`src/rtl/mul_div_unit.sv`:
```
// Iterative HI/LO multiply/divide unit for the integer pipeline.
// Multiply waits MUL_CYCLES; divide is restoring, one quotient bit per cycle.
module mul_div_unit #(
   parameter int WIDTH      = 32,
   parameter int MUL_CYCLES = 4
) (
   input  logic             clk,
   input  logic             rst,
   input  logic             start,
   input  logic [1:0]       op,
   input  logic [WIDTH-1:0] opa,
   input  logic [WIDTH-1:0] opb,
   input  logic             cancel,
   output logic             busy,
   output logic             stall_req,
   output logic             done,
   output logic             whi,
   output logic             wlo,
   output logic [WIDTH-1:0] wHiData,
   output logic [WIDTH-1:0] wLoData,
   output logic             div_zero
);

   localparam int CW = $clog2(WIDTH) + 1;

   typedef enum logic [1:0] {IDLE, MUL, DIV, DONE} state_t;

   state_t           state;
   logic [CW-1:0]    cnt;
   logic             uns_q;
   logic [WIDTH-1:0] a_q;
   logic [WIDTH-1:0] b_q;
   logic [WIDTH-1:0] rem;
   logic [WIDTH-1:0] quo;
   logic [WIDTH-1:0] dvs;
   logic             dz_q;
   logic [WIDTH-1:0] res_hi;
   logic [WIDTH-1:0] res_lo;
   logic [WIDTH-1:0] out_hi;
   logic [WIDTH-1:0] out_lo;

   logic [WIDTH-1:0]   abs_a;
   logic [WIDTH-1:0]   abs_b;
   logic [2*WIDTH-1:0] ext_a;
   logic [2*WIDTH-1:0] ext_b;
   logic [2*WIDTH-1:0] prod;
   logic [WIDTH:0]     shifted;
   logic [WIDTH:0]     trial;
   logic [WIDTH-1:0]   rem_nx;
   logic [WIDTH-1:0]   quo_nx;
   logic               q_neg;
   logic               r_neg;
   logic [WIDTH-1:0]   q_fix;
   logic [WIDTH-1:0]   r_fix;
   logic               mul_last;
   logic               div_last;

   always_comb begin
      abs_a = (!op[0] && opa[WIDTH-1]) ? -opa : opa;
      abs_b = (!op[0] && opb[WIDTH-1]) ? -opb : opb;
   end

   // Sign/zero extension to 2*WIDTH makes one truncated product serve both.
   always_comb begin
      ext_a = uns_q ? {{WIDTH{1'b0}}, a_q} : {{WIDTH{a_q[WIDTH-1]}}, a_q};
      ext_b = uns_q ? {{WIDTH{1'b0}}, b_q} : {{WIDTH{b_q[WIDTH-1]}}, b_q};
      prod  = ext_a * ext_b;
   end

   always_comb begin
      shifted = {rem, quo[WIDTH-1]};
      trial   = shifted - {1'b0, dvs};
      rem_nx  = trial[WIDTH] ? shifted[WIDTH-1:0] : trial[WIDTH-1:0];
      quo_nx  = {quo[WIDTH-2:0], ~trial[WIDTH]};
      q_neg   = !uns_q && (a_q[WIDTH-1] ^ b_q[WIDTH-1]);
      r_neg   = !uns_q && a_q[WIDTH-1];
      q_fix   = q_neg ? -quo_nx : quo_nx;
      r_fix   = r_neg ? -rem_nx : rem_nx;
   end

   assign mul_last = (cnt == CW'(MUL_CYCLES - 1));
   assign div_last = (cnt == CW'(WIDTH - 1));

   always_ff @(posedge clk or negedge rst) begin
      if (!rst) begin
         state  <= IDLE;
         cnt    <= '0;
         uns_q  <= 1'b0;
         a_q    <= '0;
         b_q    <= '0;
         rem    <= '0;
         quo    <= '0;
         dvs    <= '0;
         dz_q   <= 1'b0;
         res_hi <= '0;
         res_lo <= '0;
         out_hi <= '0;
         out_lo <= '0;
      end else begin
         unique case (state)
            IDLE: begin
               if (start && !cancel) begin
                  uns_q <= op[0];
                  a_q   <= opa;
                  b_q   <= opb;
                  rem   <= '0;
                  quo   <= abs_a;
                  dvs   <= abs_b;
                  cnt   <= '0;
                  state <= op[1] ? DIV : MUL;
               end
            end
            MUL: begin
               if (cancel) begin
                  state <= IDLE;
                  cnt   <= '0;
               end else if (mul_last) begin
                  state  <= DONE;
                  dz_q   <= 1'b0;
                  res_hi <= prod[2*WIDTH-1:WIDTH];
                  res_lo <= prod[WIDTH-1:0];
               end else begin
                  cnt <= cnt + CW'(1);
               end
            end
            DIV: begin
               if (cancel) begin
                  state <= IDLE;
                  cnt   <= '0;
               end else if (dvs == '0) begin
                  state  <= DONE;
                  dz_q   <= 1'b1;
                  res_hi <= a_q;
                  res_lo <= '1;
               end else begin
                  rem <= rem_nx;
                  quo <= quo_nx;
                  if (div_last) begin
                     state  <= DONE;
                     dz_q   <= 1'b0;
                     res_hi <= r_fix;
                     res_lo <= q_fix;
                  end else begin
                     cnt <= cnt + CW'(1);
                  end
               end
            end
            DONE: begin
               state <= IDLE;
               cnt   <= '0;
               if (!cancel) begin
                  out_hi <= res_hi;
                  out_lo <= res_lo;
               end
            end
            default: state <= IDLE;
         endcase
      end
   end

   // A cancel landing on DONE must hide the fresh result, so it is muxed in.
   always_comb begin
      busy      = (state != IDLE);
      done      = (state == DONE) && !cancel;
      whi       = done;
      wlo       = done;
      div_zero  = done && dz_q;
      wHiData   = done ? res_hi : out_hi;
      wLoData   = done ? res_lo : out_lo;
      stall_req = (start && !cancel) || (busy && !done);
   end

endmodule

```
`config.mk`:
```
export PLATFORM = sky130hd
export DESIGN_NAME = mul_div_unit
export DESIGN_NICKNAME = d
export VERILOG_FILES = /design/src/rtl/mul_div_unit.sv
export SDC_FILE = /design/constraint.sdc
export NUM_CORES = 2
export LEC_CHECK = 0
export CAP_MARGIN = 20
export CORE_MARGIN = 2
export CORE_UTILIZATION = 55
export CTS_CLUSTER_SIZE = 28
export DETAILED_ROUTE_END_ITERATION = 16
export GPL_TIMING_DRIVEN = 1
export PLACE_DENSITY = 0.75
export SETUP_SLACK_MARGIN = 0.3
export SYNTH_ARGS = -nofsm -noshare
export SYNTH_HDL_FRONTEND = slang
export SYNTH_SLANG_ARGS = --single-unit
```
`constraint.sdc`:
```
create_clock -name clk -period 10.08 [get_ports clk]
set_input_delay 1.512 -clock clk [delete_from_list [all_inputs] [get_ports clk]]
set_output_delay 1.512 -clock clk [all_outputs]
set_load 0.02 [all_outputs]
```
Yosys cells after proc, flatten, opt, wreduce, memory -nomap -nowiden
Cells that the tools add are included.
{ "word_totals": {"reg_bits": 298, "output_inout_bits": 70, "elab_cells": 113} }
{ "classes": {"add_sub_neg": 6, "mul": 1, "eq_ne": 16, "mux": 50, "bitwise_logic": 3, "reduce_logical": 24} }
{ "op_table": {"columns": ["cell", "n"], "rows": [
  ["$mux 32", 23],
  ["$pmux 32 s2", 4],
  ["$mux 64", 2],
  ["$neg 32->32", 4],
  ["$mul 64x64->64", 1],
  ["$mux 6", 6],
  ["$sub 33x32->33", 1],
  ["$logic_not 32->1", 1],
  ["$pmux 6 s4", 1],
  ["$ne 3x3->1 const B", 5],
  ["$mux 2", 7],
  ["$ne 2x2->1 const B", 5],
  ["$logic_and 1x1->1", 8],
  ["$pmux 2 s4", 1],
  ["$reduce_and 4->1", 2],
  ["$add 6x1->6 const B", 1],
  ["$eq 6x2->1 const B", 1],
  ["$eq 6x5->1 const B", 1],
  ["$reduce_bool 2->1", 3],
  ["$mux 1", 5],
  ["$reduce_and 5->1", 1],
  ["$eq 2x2->1 const B", 2],
  ["$logic_not 1->1", 4],
  ["$ne 4x4->1 const B", 1],
  ["other kinds (8)", 10]
]} }

Logic depth before layout (Yosys ltp)
{ "logic_depth": {"depth_word": 8, "mapped_depth": 38, "depth_no_buf": 34} }

Worst setup path after synthesis
No wires, ideal clock.
{ "synth_path": {"path_type": "reg-to-reg", "start": "register a_q[31]", "end": "register res_hi[30]", "t_arrival_ns": 9.582, "required_ns": 9.942, "slack_ns": 0.360, "path_stages_with_launch": 35, "n_path_buf": 4, "synth_period_minus_slack_ns": 9.720, "path_cell_list": "dfrtp_1 > nor2b_1 > clkbuf_1 > clkbuf_1 > clkbuf_1 > clkbuf_1 > nand2_1 > fa_1 > inv_1 > fa_1 > fa_1 > inv_1 > fa_1 > inv_1 > fa_1 > fa_1 > fa_1 > fa_1 > fa_1 > inv_1 > fa_1 > inv_1 > ha_1 > a21o_1 > a21oi_1 > o21bai_1 > a21o_1 > a21o_1 > a31oi_1 > o21ai_0 > a41oi_1 > o21ai_0 > xor2_1 > o21ai_0 > a31oi_1"} }
{ "synth_between": {"elab_chain_cells": 6} }
{ "synth_lines": {"columns": ["item", "line_no", "rtl"], "rows": [
  ["start, declared", "31", "logic [WIDTH-1:0] a_q;"],
  ["start signal, assigned", "104", "a_q <= opa;"],
  ["branches (longest 5 deep; another with $mul 64x64->64)", null, null],
  ["$pmux 32 s2 (*)", "100", "unique case (state)"],
  ["end signal, assigned", "120", "res_hi <= prod[2*WIDTH-1:WIDTH];"],
  ["end signal, assigned", "133", "res_hi <= a_q;"],
  ["end signal, assigned", "141", "res_hi <= r_fix;"],
  ["end, declared", "37", "logic [WIDTH-1:0] res_hi;"]
]} }
Mark *: on every way between the ends. The select of a mux whose other input is x is not followed.
A chain may end at the register's enable or synchronous reset.

Worst setup path in the final report
{ "layout_path": {"start": "register b_q[8]", "end": "register res_hi[8]"} }
{ "layout_between": {"elab_chain_cells": 5} }
{ "layout_lines": {"columns": ["item", "line_no", "rtl"], "rows": [
  ["start, declared", "32", "logic [WIDTH-1:0] b_q;"],
  ["start signal, assigned", "105", "b_q <= opb;"],
  ["$mux 64", "66", "ext_b = uns_q ? {{WIDTH{1'b0}}, b_q} : {{WIDTH{b_q[WIDTH-1]}}, b_q};"],
  ["$mul 64x64->64", "67", "prod = ext_a * ext_b;"],
  ["$mux 32", "117", "end else if (mul_last) begin"],
  ["$mux 32", "114", "if (cancel) begin"],
  ["$pmux 32 s2", "100", null]
]} }
No other way between the ends. The select of a mux whose other input is x is not followed.

==> impl_metrics.csv <==
group,metric,value,unit
critical_path,start_kind,"flip-flop",
critical_path,crit_path_start,"b_q[8]",
cts,clock_sinks,297,
placement,dpl.hpwl,171,mm
cells_and_area,nets,8962,
synth,ys_top_cells_by_count,"inv_1, fa_1, nand2_1",
synth,synth_edf_count,0,
synth,yosys.area.top_type_share,0.435,
synth,synth-async-reset-ratio,1.00,
placement,portBuffers,139,
critical_path,worstPathArrival,9.98,ns
die,rows,126,
die,core-area,118000,um^2
critical_path,path_buf_inv,8,
status,run_status,"complete, no violations",
global_routing,grt_start_max_net_pins,96,
routing,drcViolationCount,0,
critical_path,critPathKind,"reg -> reg",
synth,synth_most_common_cell,"inv_1",
routing,dr.pass1.iters,6,
cts,numCtsBuffers,36,
synth,synthesis.nets,8974,
cells_and_area,final_cells,8682,
critical_path,crit_path_end,"res_hi[8]",
cts,htree_num_levels,2,
global_routing,grt_remaining_overflow,0,
cts,insertion_delay,0.58,ns
routing,wl_per_cell,23.8,um
timing,tightest_slew,0.956,ns
synth,synth.yosys.warnings,0,
global_routing,antenna_found_initial,5,
synth,synthTopCellsByArea,"fa_1, dfrtp_1, inv_1",
routing,num_vias,50192,
cells_and_area,syn2layout_area_growth,7.55,%
synth,synth_top_area_cell,"fa_1",
critical_path,rr_startpoint,"b_q[8]",
timing,tns,0,ns
cts,clockBufferDepth,3,
cells_and_area,drive_above_1_share,0.0519,
placement,dp_cells,8611,
cts,cts_tree,"built",
cts,hold_buffers,0,
routing,wirelength,207,mm
global_routing,grt_pass1_wl,321,mm
routing,viasPerCell,5.78,
synth,netlist_area,65300,um^2
cts,cts_root_buf,"clkbuf_16",
die,die_w,349,um
critical_path,r2r_cells,32,
cts,path_clk_slew,0.07,ns
timing,fin_crit,9.49,ns
timing,hold_violations,0,
global_routing,grt_usage,0.350,
placement,place.gp.congestion,1.01,
critical_path,crit_family,"adder cells",
synth,syn_inst,7134,
timing,min_period_over_period,0.941,
job,drv_cap,0,
timing,fmaxAchievable,105,MHz
synth,synth_seq_area_share,0.114,
timing,maxSlewHeadroom,0.362,
critical_path,slowest_stage,"dfrtp_1",
critical_path,critPathMaxFanout,22,
timing,fin_skew,0.0349,ns
critical_path,r2r_slack,0.59,ns
global_routing,grt_pass1_vias,53544,
synth,synth_flop_cell,"dfrtp_1",
die,io_pins,140,
die,die_height,349,um
synth,avgSynthCellArea,9.15,um^2
min_path,hp-class,"reg -> reg",
critical_path,path_depth,32,
routing,dr.first_iter.drc_count,4700,
die,die_area,121000,um^2
critical_path,timing.rr.end,"res_hi[8]",
timing,setup_violations,0,
critical_path,cp_common_cell,"fa_1",
synth,synth.distinct_cells,85,
timing,maxSlewViolCount,0,
critical_path,max_stage_delay,0.64,ns
critical_path,end_kind,"flip-flop",
synth,synth_seq_cells,297,
critical_path,required,10.57,ns
routing,ant_nets,0,
die,start_util,0.554,
timing,rsz0062_at_grt,"yes",
-- final cells by class --
cell class              count  area (um^2)
well taps                1536         1920
repair buffers            314         3050
inverters                1585         5950
flip-flops and latches    297         7450
clock buffers              47          992
clock inverters            13          209
fillers                 10142        47700
multi-input cells        4888        50600
diodes                      2         5.00
-- layer usage --
layer  part of all wire  GRT usage  wire, um
met1               0.38      0.458     78700
met2               0.45      0.552     93900
met3              0.098     0.0703     20300
met4              0.067      0.187     13800
met5            0.00020   0.000400        42
-- worst register-to-register path: cells and delay by family, from the launching register on --
family          cells  cell delay (ns)
compound gates      7             1.60
simple gates        6             1.51
fa+ha+maj          11             5.27
flops               1             0.64
buf+inv             8             0.42
-- logic make-up (layout without fill, tap and decap cells) --
| family | count (synthesis) | after routing | share of synthesized area |
|---|---|---|---|
| DFF | 297 | 297 | 0.114 |
| AOI/OAI and AO/OA | 793 | 793 | 0.0750 |
| other | 0 | 2 | 0 |
| xor gates and xnor gates | 247 | 247 | 0.0331 |
| buffers and inverters | 1949 | 1959 | 0.113 |
| muxes | 96 | 96 | 0.0161 |
| adders and majority gates | 1772 | 1772 | 0.503 |
| and+or+nand+nor | 1980 | 1980 | 0.147 |
-- registers in the layout, indices dropped and copies added, names as in the netlist --
signal / flops
cnt: 6
res_lo: 32
out_lo: 32
dz_q: 1
dvs: 31
a_q: 32
rem: 32
uns_q: 1
out_hi: 32
quo: 32
b_q: 32
res_hi: 32
state: 2
-- cells in the final DEF, fill, tap and decap left out, types with 27 or more instances in the layout --
cell	netlist	final
a21o_1	53	53
a21oi_1	198	198
a31oi_1	36	35
and2_1	602	602
buf_4	2	146
clkbuf_16	0	36
clkdlybuf4s50_1	0	138
dfrtp_1	297	283
fa_1	1420	1413
ha_1	350	349
inv_1	1584	1582
mux2_2	68	68
mux2i_1	27	27
nand2_1	954	953
nand2b_1	27	27
nand3_1	34	34
nor2_1	177	175
nor3_1	43	43
o21ai_0	255	252
o22ai_1	34	33
xnor2_1	156	156
xor2_1	91	91
-- worst min-delay path by stage --
stage                     startpoint          to  slack (ns)  depth (start not counted)
after floorplan                 dz_q        dz_q        0.44                          2
after global placement     res_lo[9]   res_lo[9]        0.46                          2
after detailed placement  res_lo[13]  res_lo[13]        0.46                          2
after CTS                  res_lo[9]   res_lo[9]        0.48                          2
after global routing      res_lo[13]  res_lo[13]        0.51                          2
final                     res_lo[13]  res_lo[13]        0.47                          2
-- metrics by stage --
stage               area, um^2  hold slack, ns  utilization  worst slack, ns
floorplan                65300           0.442            -            0.360
CTS                      70000           0.476        0.594            0.309
finish                   70200           0.471        0.596            0.590
global route             70200           0.507        0.595            0.283
detailed placement       68800           0.464        0.583         -0.00778
global placement         68800           0.458        0.583           0.0797
-- timing repair --
item / CTS / global route
pin swaps: 0 / 1
setup endpoints to repair: 8 / 22
setup buffers: 0 / 5
resized for setup: 9 / 32
cloned: 0 / 0
Power is not shown: default switching activity piles up to over one toggle a cycle in this logic, so the estimate is an artifact.
